File: src/rtl/axi_stream_pkg.sv
// Shared AXI4-Stream beat layout used by the stream blocks.
// A beat is packed LSB-first as: tdata, tstrb, tkeep, tlast, tid, tdest, tuser.
package axi_stream_pkg;

    // tdata always starts at bit 0 of the packed beat
    localparam int DATA_LSB = 0;

    // Total packed width of one beat
    function automatic int payload_width(input int bw, input int idw, input int dw, input int uw);
        return 8*bw + 2*bw + 1 + idw + dw + uw;
    endfunction

    function automatic int strb_lsb(input int bw);
        return 8*bw;
    endfunction

    function automatic int keep_lsb(input int bw);
        return 9*bw;
    endfunction

    function automatic int last_bit(input int bw);
        return 10*bw;
    endfunction

    function automatic int id_lsb(input int bw);
        return 10*bw + 1;
    endfunction

    function automatic int dest_lsb(input int bw, input int idw);
        return 10*bw + 1 + idw;
    endfunction

    function automatic int user_lsb(input int bw, input int idw, input int dw);
        return 10*bw + 1 + idw + dw;
    endfunction

endpackage

File: src/rtl/sync_fifo_mem.sv
// Simple dual-port storage array: one write port, one registered read port.
// Contents and the read register are deliberately not reset.
module sync_fifo_mem #(
    parameter int WIDTH  = 8,
    parameter int ADDR_W = 4
) (
    input  logic              clk,
    input  logic              wr_en,
    input  logic [ADDR_W-1:0] wr_addr,
    input  logic [WIDTH-1:0]  wr_data,
    input  logic              rd_en,
    input  logic [ADDR_W-1:0] rd_addr,
    output logic [WIDTH-1:0]  rd_data
);

    localparam int DEPTH = 1 << ADDR_W;

    logic [WIDTH-1:0] mem_q [0:DEPTH-1];
    logic [WIDTH-1:0] rd_data_q;

    // Write port: store the beat verbatim
    always_ff @(posedge clk) begin
        if (wr_en) begin
            mem_q[wr_addr] <= wr_data;
        end
    end

    // Registered read port: only advances when the consumer asks, so it holds otherwise
    always_ff @(posedge clk) begin
        if (rd_en) begin
            rd_data_q <= mem_q[rd_addr];
        end
    end

    assign rd_data = rd_data_q;

endmodule

File: src/rtl/axi_stream_fifo.sv
// Synchronous AXI4-Stream FIFO with first-word-fall-through output.
// The memory read register is the output stage: a beat written at edge N is
// read out at edge N+1, and the read register is frozen while the output stalls.
module axi_stream_fifo #(
    parameter int byte_width = 4,
    parameter int id_width   = 1,
    parameter int dest_width = 1,
    parameter int user_width = 1,
    parameter int DEPTH_LOG2 = 4
) (
    input  logic                    clk,
    input  logic                    resetn,
    input  logic                    s_tvalid,
    output logic                    s_tready,
    input  logic [8*byte_width-1:0] s_tdata,
    input  logic [byte_width-1:0]   s_tstrb,
    input  logic [byte_width-1:0]   s_tkeep,
    input  logic                    s_tlast,
    input  logic [id_width-1:0]     s_tid,
    input  logic [dest_width-1:0]   s_tdest,
    input  logic [user_width-1:0]   s_tuser,
    output logic                    m_tvalid,
    input  logic                    m_tready,
    output logic [8*byte_width-1:0] m_tdata,
    output logic [byte_width-1:0]   m_tstrb,
    output logic [byte_width-1:0]   m_tkeep,
    output logic                    m_tlast,
    output logic [id_width-1:0]     m_tid,
    output logic [dest_width-1:0]   m_tdest,
    output logic [user_width-1:0]   m_tuser,
    output logic [DEPTH_LOG2:0]     count,
    output logic [DEPTH_LOG2:0]     pkt_count
);

    import axi_stream_pkg::*;

    localparam int PW     = payload_width(byte_width, id_width, dest_width, user_width);
    localparam int DATA_W = 8*byte_width;

    localparam logic [DEPTH_LOG2:0]   FULL_LEVEL = {1'b1, {DEPTH_LOG2{1'b0}}};
    localparam logic [DEPTH_LOG2:0]   CNT_ONE    = (DEPTH_LOG2+1)'(1);
    localparam logic [DEPTH_LOG2-1:0] PTR_ONE    = DEPTH_LOG2'(1);

    logic [DEPTH_LOG2-1:0] wr_ptr_q, wr_ptr_d;
    logic [DEPTH_LOG2-1:0] rd_ptr_q, rd_ptr_d;
    logic [DEPTH_LOG2:0]   count_q, count_d;
    logic [DEPTH_LOG2:0]   pkt_count_q, pkt_count_d;
    logic                  m_tvalid_q, m_tvalid_d;
    logic                  s_tready_q, s_tready_d;

    logic          push;
    logic          pop;
    logic          mem_has_beat;
    logic          rd_en;
    logic [PW-1:0] wr_payload;
    logic [PW-1:0] rd_payload;
    logic [PW-1:0] out_payload;

    assign wr_payload = {s_tuser, s_tdest, s_tid, s_tlast, s_tkeep, s_tstrb, s_tdata};

    sync_fifo_mem #(
        .WIDTH  (PW),
        .ADDR_W (DEPTH_LOG2)
    ) u_mem (
        .clk     (clk),
        .wr_en   (push),
        .wr_addr (wr_ptr_q),
        .wr_data (wr_payload),
        .rd_en   (rd_en),
        .rd_addr (rd_ptr_q),
        .rd_data (rd_payload)
    );

    // Next-state for pointers, counters, output valid and registered ready
    always_comb begin
        push = s_tvalid && s_tready_q;
        pop  = m_tvalid_q && m_tready;

        // Beats still in the array that have not yet moved to the output stage
        mem_has_beat = (count_q != {{DEPTH_LOG2{1'b0}}, m_tvalid_q});
        // Refill the output stage when it is empty or being drained this edge
        rd_en = mem_has_beat && (!m_tvalid_q || m_tready);

        wr_ptr_d = wr_ptr_q;
        if (push) begin
            wr_ptr_d = wr_ptr_q + PTR_ONE;
        end

        rd_ptr_d = rd_ptr_q;
        if (rd_en) begin
            rd_ptr_d = rd_ptr_q + PTR_ONE;
        end

        count_d = count_q;
        if (push && !pop) begin
            count_d = count_q + CNT_ONE;
        end else if (pop && !push) begin
            count_d = count_q - CNT_ONE;
        end

        pkt_count_d = pkt_count_q;
        if ((push && s_tlast) && !(pop && m_tlast)) begin
            pkt_count_d = pkt_count_q + CNT_ONE;
        end else if ((pop && m_tlast) && !(push && s_tlast)) begin
            pkt_count_d = pkt_count_q - CNT_ONE;
        end

        m_tvalid_d = m_tvalid_q;
        if (rd_en) begin
            m_tvalid_d = 1'b1;
        end else if (pop) begin
            m_tvalid_d = 1'b0;
        end

        // Ready is a function of the next occupancy only, never of m_tready directly
        s_tready_d = (count_d != FULL_LEVEL);
    end

    // Control state, cleared asynchronously; the array itself is left alone
    always_ff @(posedge clk or negedge resetn) begin
        if (!resetn) begin
            wr_ptr_q    <= '0;
            rd_ptr_q    <= '0;
            count_q     <= '0;
            pkt_count_q <= '0;
            m_tvalid_q  <= 1'b0;
            s_tready_q  <= 1'b0;
        end else begin
            wr_ptr_q    <= wr_ptr_d;
            rd_ptr_q    <= rd_ptr_d;
            count_q     <= count_d;
            pkt_count_q <= pkt_count_d;
            m_tvalid_q  <= m_tvalid_d;
            s_tready_q  <= s_tready_d;
        end
    end

    // The read register is not reset, so the payload is forced to zero whenever
    // no beat is presented; this also gives an all-zero payload during reset.
    assign out_payload = rd_payload & {PW{m_tvalid_q}};

    assign m_tdata  = out_payload[DATA_LSB +: DATA_W];
    assign m_tstrb  = out_payload[strb_lsb(byte_width) +: byte_width];
    assign m_tkeep  = out_payload[keep_lsb(byte_width) +: byte_width];
    assign m_tlast  = out_payload[last_bit(byte_width)];
    assign m_tid    = out_payload[id_lsb(byte_width) +: id_width];
    assign m_tdest  = out_payload[dest_lsb(byte_width, id_width) +: dest_width];
    assign m_tuser  = out_payload[user_lsb(byte_width, id_width, dest_width) +: user_width];

    assign m_tvalid  = m_tvalid_q;
    assign s_tready  = s_tready_q;
    assign count     = count_q;
    assign pkt_count = pkt_count_q;

endmodule

File: config.mk
export PLATFORM = sky130hd
export DESIGN_NAME = axi_stream_fifo
export DESIGN_NICKNAME = d
export VERILOG_FILES = /design/src/rtl/axi_stream_pkg.sv /design/src/rtl/sync_fifo_mem.sv /design/src/rtl/axi_stream_fifo.sv
export SDC_FILE = /design/constraint.sdc
export NUM_CORES = 1
export LEC_CHECK = 0
export CORE_MARGIN = 2
export CORE_UTILIZATION = 35
export CTS_CLUSTER_SIZE = 14
export DETAILED_ROUTE_END_ITERATION = 12
export PLACE_DENSITY_LB_ADDON = 0.12
export REMOVE_ABC_BUFFERS = 1
export SKIP_CTS_REPAIR_TIMING = 1
export SLEW_MARGIN = 20
export SYNTH_ARGS = -nofsm -noshare
export SYNTH_HDL_FRONTEND = slang
export SYNTH_SLANG_ARGS = --single-unit
File: constraint.sdc
create_clock -name clk -period 3.8 [get_ports clk]
set_input_delay 0.76 -clock clk [delete_from_list [all_inputs] [get_ports clk]]
set_output_delay 0.76 -clock clk [all_outputs]
set_load 0.1 [all_outputs]
==> flow_metrics.env <==
export IMPL_path_class="flip-flop to primary output"
export IMPL_cts_made_buffers=83
export IMPL_grt_max_degree=45
export IMPL_fin_tns_setup_ps=0
export IMPL_vias=13490
export IMPL_cap_violations=0
export IMPL_gp_congestion=0.7296
export IMPL_cp_slowest_stage_delay_ps=1190
export IMPL_io_pins=104
export IMPL_root_buffer="clkbuf_16"
export IMPL_sw_frac_of_total_pct=35.00
export IMPL_fmax_mhz=324.0
export IMPL_register_area_um2=22970
export IMPL_clkTransAtPathRegs_ps=60
export IMPL_start_util_pct=35.39
export IMPL_viasPerCell=5.179
export IMPL_cts_tree="built"
export IMPL_drtIter0Drc=1061
export IMPL_drc=0
export IMPL_synthCells=1287
export IMPL_cts_sinks=768
export IMPL_cp_arrival_ps=2330
export IMPL_peakVddDrop_v=0.0004611
export IMPL_nets=1526
export IMPL_clkPwrFrac_pct=27.3
export IMPL_grt_setup_unrepaired="false"
export IMPL_finClkSkew_ps=20.61
export IMPL_wl_um=67310
export IMPL_met1_usage_pct=22.39
export IMPL_clockBufferDepth=3
export IMPL_antenna_found_initial=0
export IMPL_yosys_area_top_type="edfxtp_1"
export IMPL_coreArea_um2=82240
export IMPL_p_leak_uw=0.01107
export IMPL_die_area_um2=85470
export IMPL_end_kind="primary output"
export IMPL_hold_viol=0
export IMPL_relSlewSlack_pct=33.94
export IMPL_die_w_um=292.4
export IMPL_place_area_um2=31880
export IMPL_final_cell_mix="edfxtp_1 (748), mux4_2 (176), a22oi_1 (89)"
export IMPL_intPower_uw=18640
export IMPL_top_usage_layer="met2"
export IMPL_ys_types=39
export IMPL_status="complete, no violations"
export IMPL_final_common_cell="edfxtp_1"
export IMPL_grt_pass1_vias=14520
export IMPL_ant_nets=0
export IMPL_power_total_uw=28670
export IMPL_post_dp_hpwl_um=38670
export IMPL_multiInputGateArea_um2=5872
export IMPL_power_frac_comb_pct=33.7
export IMPL_cp_slowest_cell="clkdlybuf4s50_1"
export IMPL_netlist_area_um2=29100
export IMPL_hold_class="input port to async pin"
export IMPL_worstPathCellList="clkdlybuf4s50_1"
export IMPL_worst_slack_ps=713.2
export IMPL_ys_warn_count=0
export IMPL_crit_buf_inv=1
export IMPL_avgSynthCellArea_um2=22.61
export IMPL_p_seq_share_pct=39.0
export IMPL_insertion_delay_ps=630
export IMPL_overflow=0
export IMPL_drv_slew=0
export IMPL_grt_use_met3_pct=2.421
export IMPL_dp_cells=2451
export IMPL_period_share_pct=81.23
export IMPL_p_switching_uw=10030
export IMPL_dr_pass1_iters=4
export IMPL_grt_first_pass_wirelength_um=99730
export IMPL_ys_seq_area_share_pct=78.90
export IMPL_stdcell_area_um2=34520
export IMPL_drive_gt1_share_pct=27.64
export IMPL_yosys_top_cells_area="edfxtp_1 (77%), mux4_2 (14%), a22oi_1 (2.3%)"
export IMPL_power_density_nw_per_um2=830.5
export IMPL_num_antenna_cells=0
export IMPL_dpl_worst_slack_ps=635.3
export IMPL_path_max_fanout=7
export IMPL_layout_min_cycle_time_ps=3087
export IMPL_ys_ff_latch=768
export IMPL_die_h_um=292.4
export IMPL_row_count=105
export IMPL_h_tree_depth=3
export IMPL_area_growth_pct=18.63
export IMPL_wl_per_cell_um=25.85
export IMPL_worst_pin_slew_ps=987.8
export IMPL_startpoint_type="flip-flop"
export IMPL_cpLargestDelayFamily="buffers and inverters"
export IMPL_critPathRequiredTime_ps=3040
export IMPL_grt_total_usage_pct=15.96
export IMPL_fillers=7102
export IMPL_yosys_area_top_type_share_pct=77.18
export IMPL_stdcell_count=2604
export IMPL_setup_viol=0
export IMPL_io_buffers=103
export IMPL_use_met2_pct=26.00
sequential cells by signal, indices dropped and copies added, names as in the netlist:
| register | cells |
|---|---|
| rd_ptr_q | 4 |
| u_mem.mem_q | 704 |
| wr_ptr_q | 4 |
| m_tvalid | 1 |
| pkt_count | 5 |
| u_mem.rd_data | 44 |
| count | 5 |
| s_tready | 1 |
cell type report:
type,instances,share of cell area (%)
multi-input cells,447,17.01
clock buffers,100,6.325
inverters,7,0.07611
well taps,1070,3.878
flip-flops and latches,768,66.54
clock inverters,53,1.330
repair buffers,159,4.842
through the flow:
stage	hold WS, ps	util, %
2_1_floorplan	464.4	-
3_3_place_gp	461.5	38.77
3_5_place_dp	456.9	38.77
4_1_cts	468.8	41.98
5_1_grt	112.1	41.98
6_report	107.7	41.98
layer usage:
metal / share of wire [%] / wire [um] / vias up
li1: - / - / 5783
met1: 45 / 30580 / 7315
met2: 48 / 32590 / 294
met3: 4.2 / 2799 / 95
met4: 2.0 / 1340 / 0
met5: 0 / 0 / -
worst paths after layout:
kind	start	to	slack, ps	depth (start not counted)
max in group asynchronous	resetn	rd_ptr_q[1]$_DFFE_PN0P_	3290	1
setup / recovery	s_tready$_DFF_PN0_	s_tready	710	1
hold / removal	resetn	pkt_count[2]$_DFFE_PN0P_	110	1
hold reg to reg	pkt_count[4]$_DFFE_PN0P_	pkt_count[4]$_DFFE_PN0P_	460	1
setup reg to reg	rd_ptr_q[0]$_DFFE_PN0P_	u_mem.rd_data[11]$_DFFE_PP_	1180	4
min in group clk	pkt_count[4]$_DFFE_PN0P_	pkt_count[4]$_DFFE_PN0P_	460	1
cell usage after synthesis:
master / n
edfxtp_1: 748
mux4_2: 176
a22oi_1: 89
and2_1: 57
nand2_1: 49
clkbuf_1: 28
dfrtp_1: 20
buf_1: 14
ha_1: 11
xnor2_1: 11
buf_2: 9
buf_4: 9
inv_1: 7
nand3_1: 6
a21oi_1: 5
buf_6: 5
o21ai_0: 5
xor2_1: 5
and3_1: 4
mux2_2: 3
nor2_1: 3
nor2b_1: 3
a21o_1: 2
and3_2: 2
nor3b_1: 2
a21oi_2: 1
a31oi_1: 1
fa_1: 1
mux2i_1: 1
nand2_4: 1
nand3_2: 1
nand4_1: 1
nor3_1: 1
nor4_1: 1
nor4b_1: 1
o211ai_1: 1
o22ai_1: 1
or3_1: 1
or4b_1: 1
power by group through the flow:
stage / combinational, uW / sequential (uW) / clock, uW
after global placement: 9870 / 11300 / 0
after global routing: 10300 / 11300 / 8370
final: 9650 / 11200 / 7840
after detailed placement: 9860 / 11400 / 0
after CTS: 9890 / 11200 / 8070
after floorplan: 5900 / 11900 / 0
cell families (layout without fill, tap and decap cells):
family | after synthesis | after routing | share of synthesized area, %
fa+ha+maj | 12 | 12 | 0.5417
buf+inv | 72 | 319 | 1.212
simple gates | 134 | 134 | 2.472
flops | 768 | 768 | 78.90
mux | 180 | 180 | 13.77
xor+xnor | 16 | 16 | 0.4815
compound gates | 105 | 105 | 2.618
(Power assumes the default switching activity.)
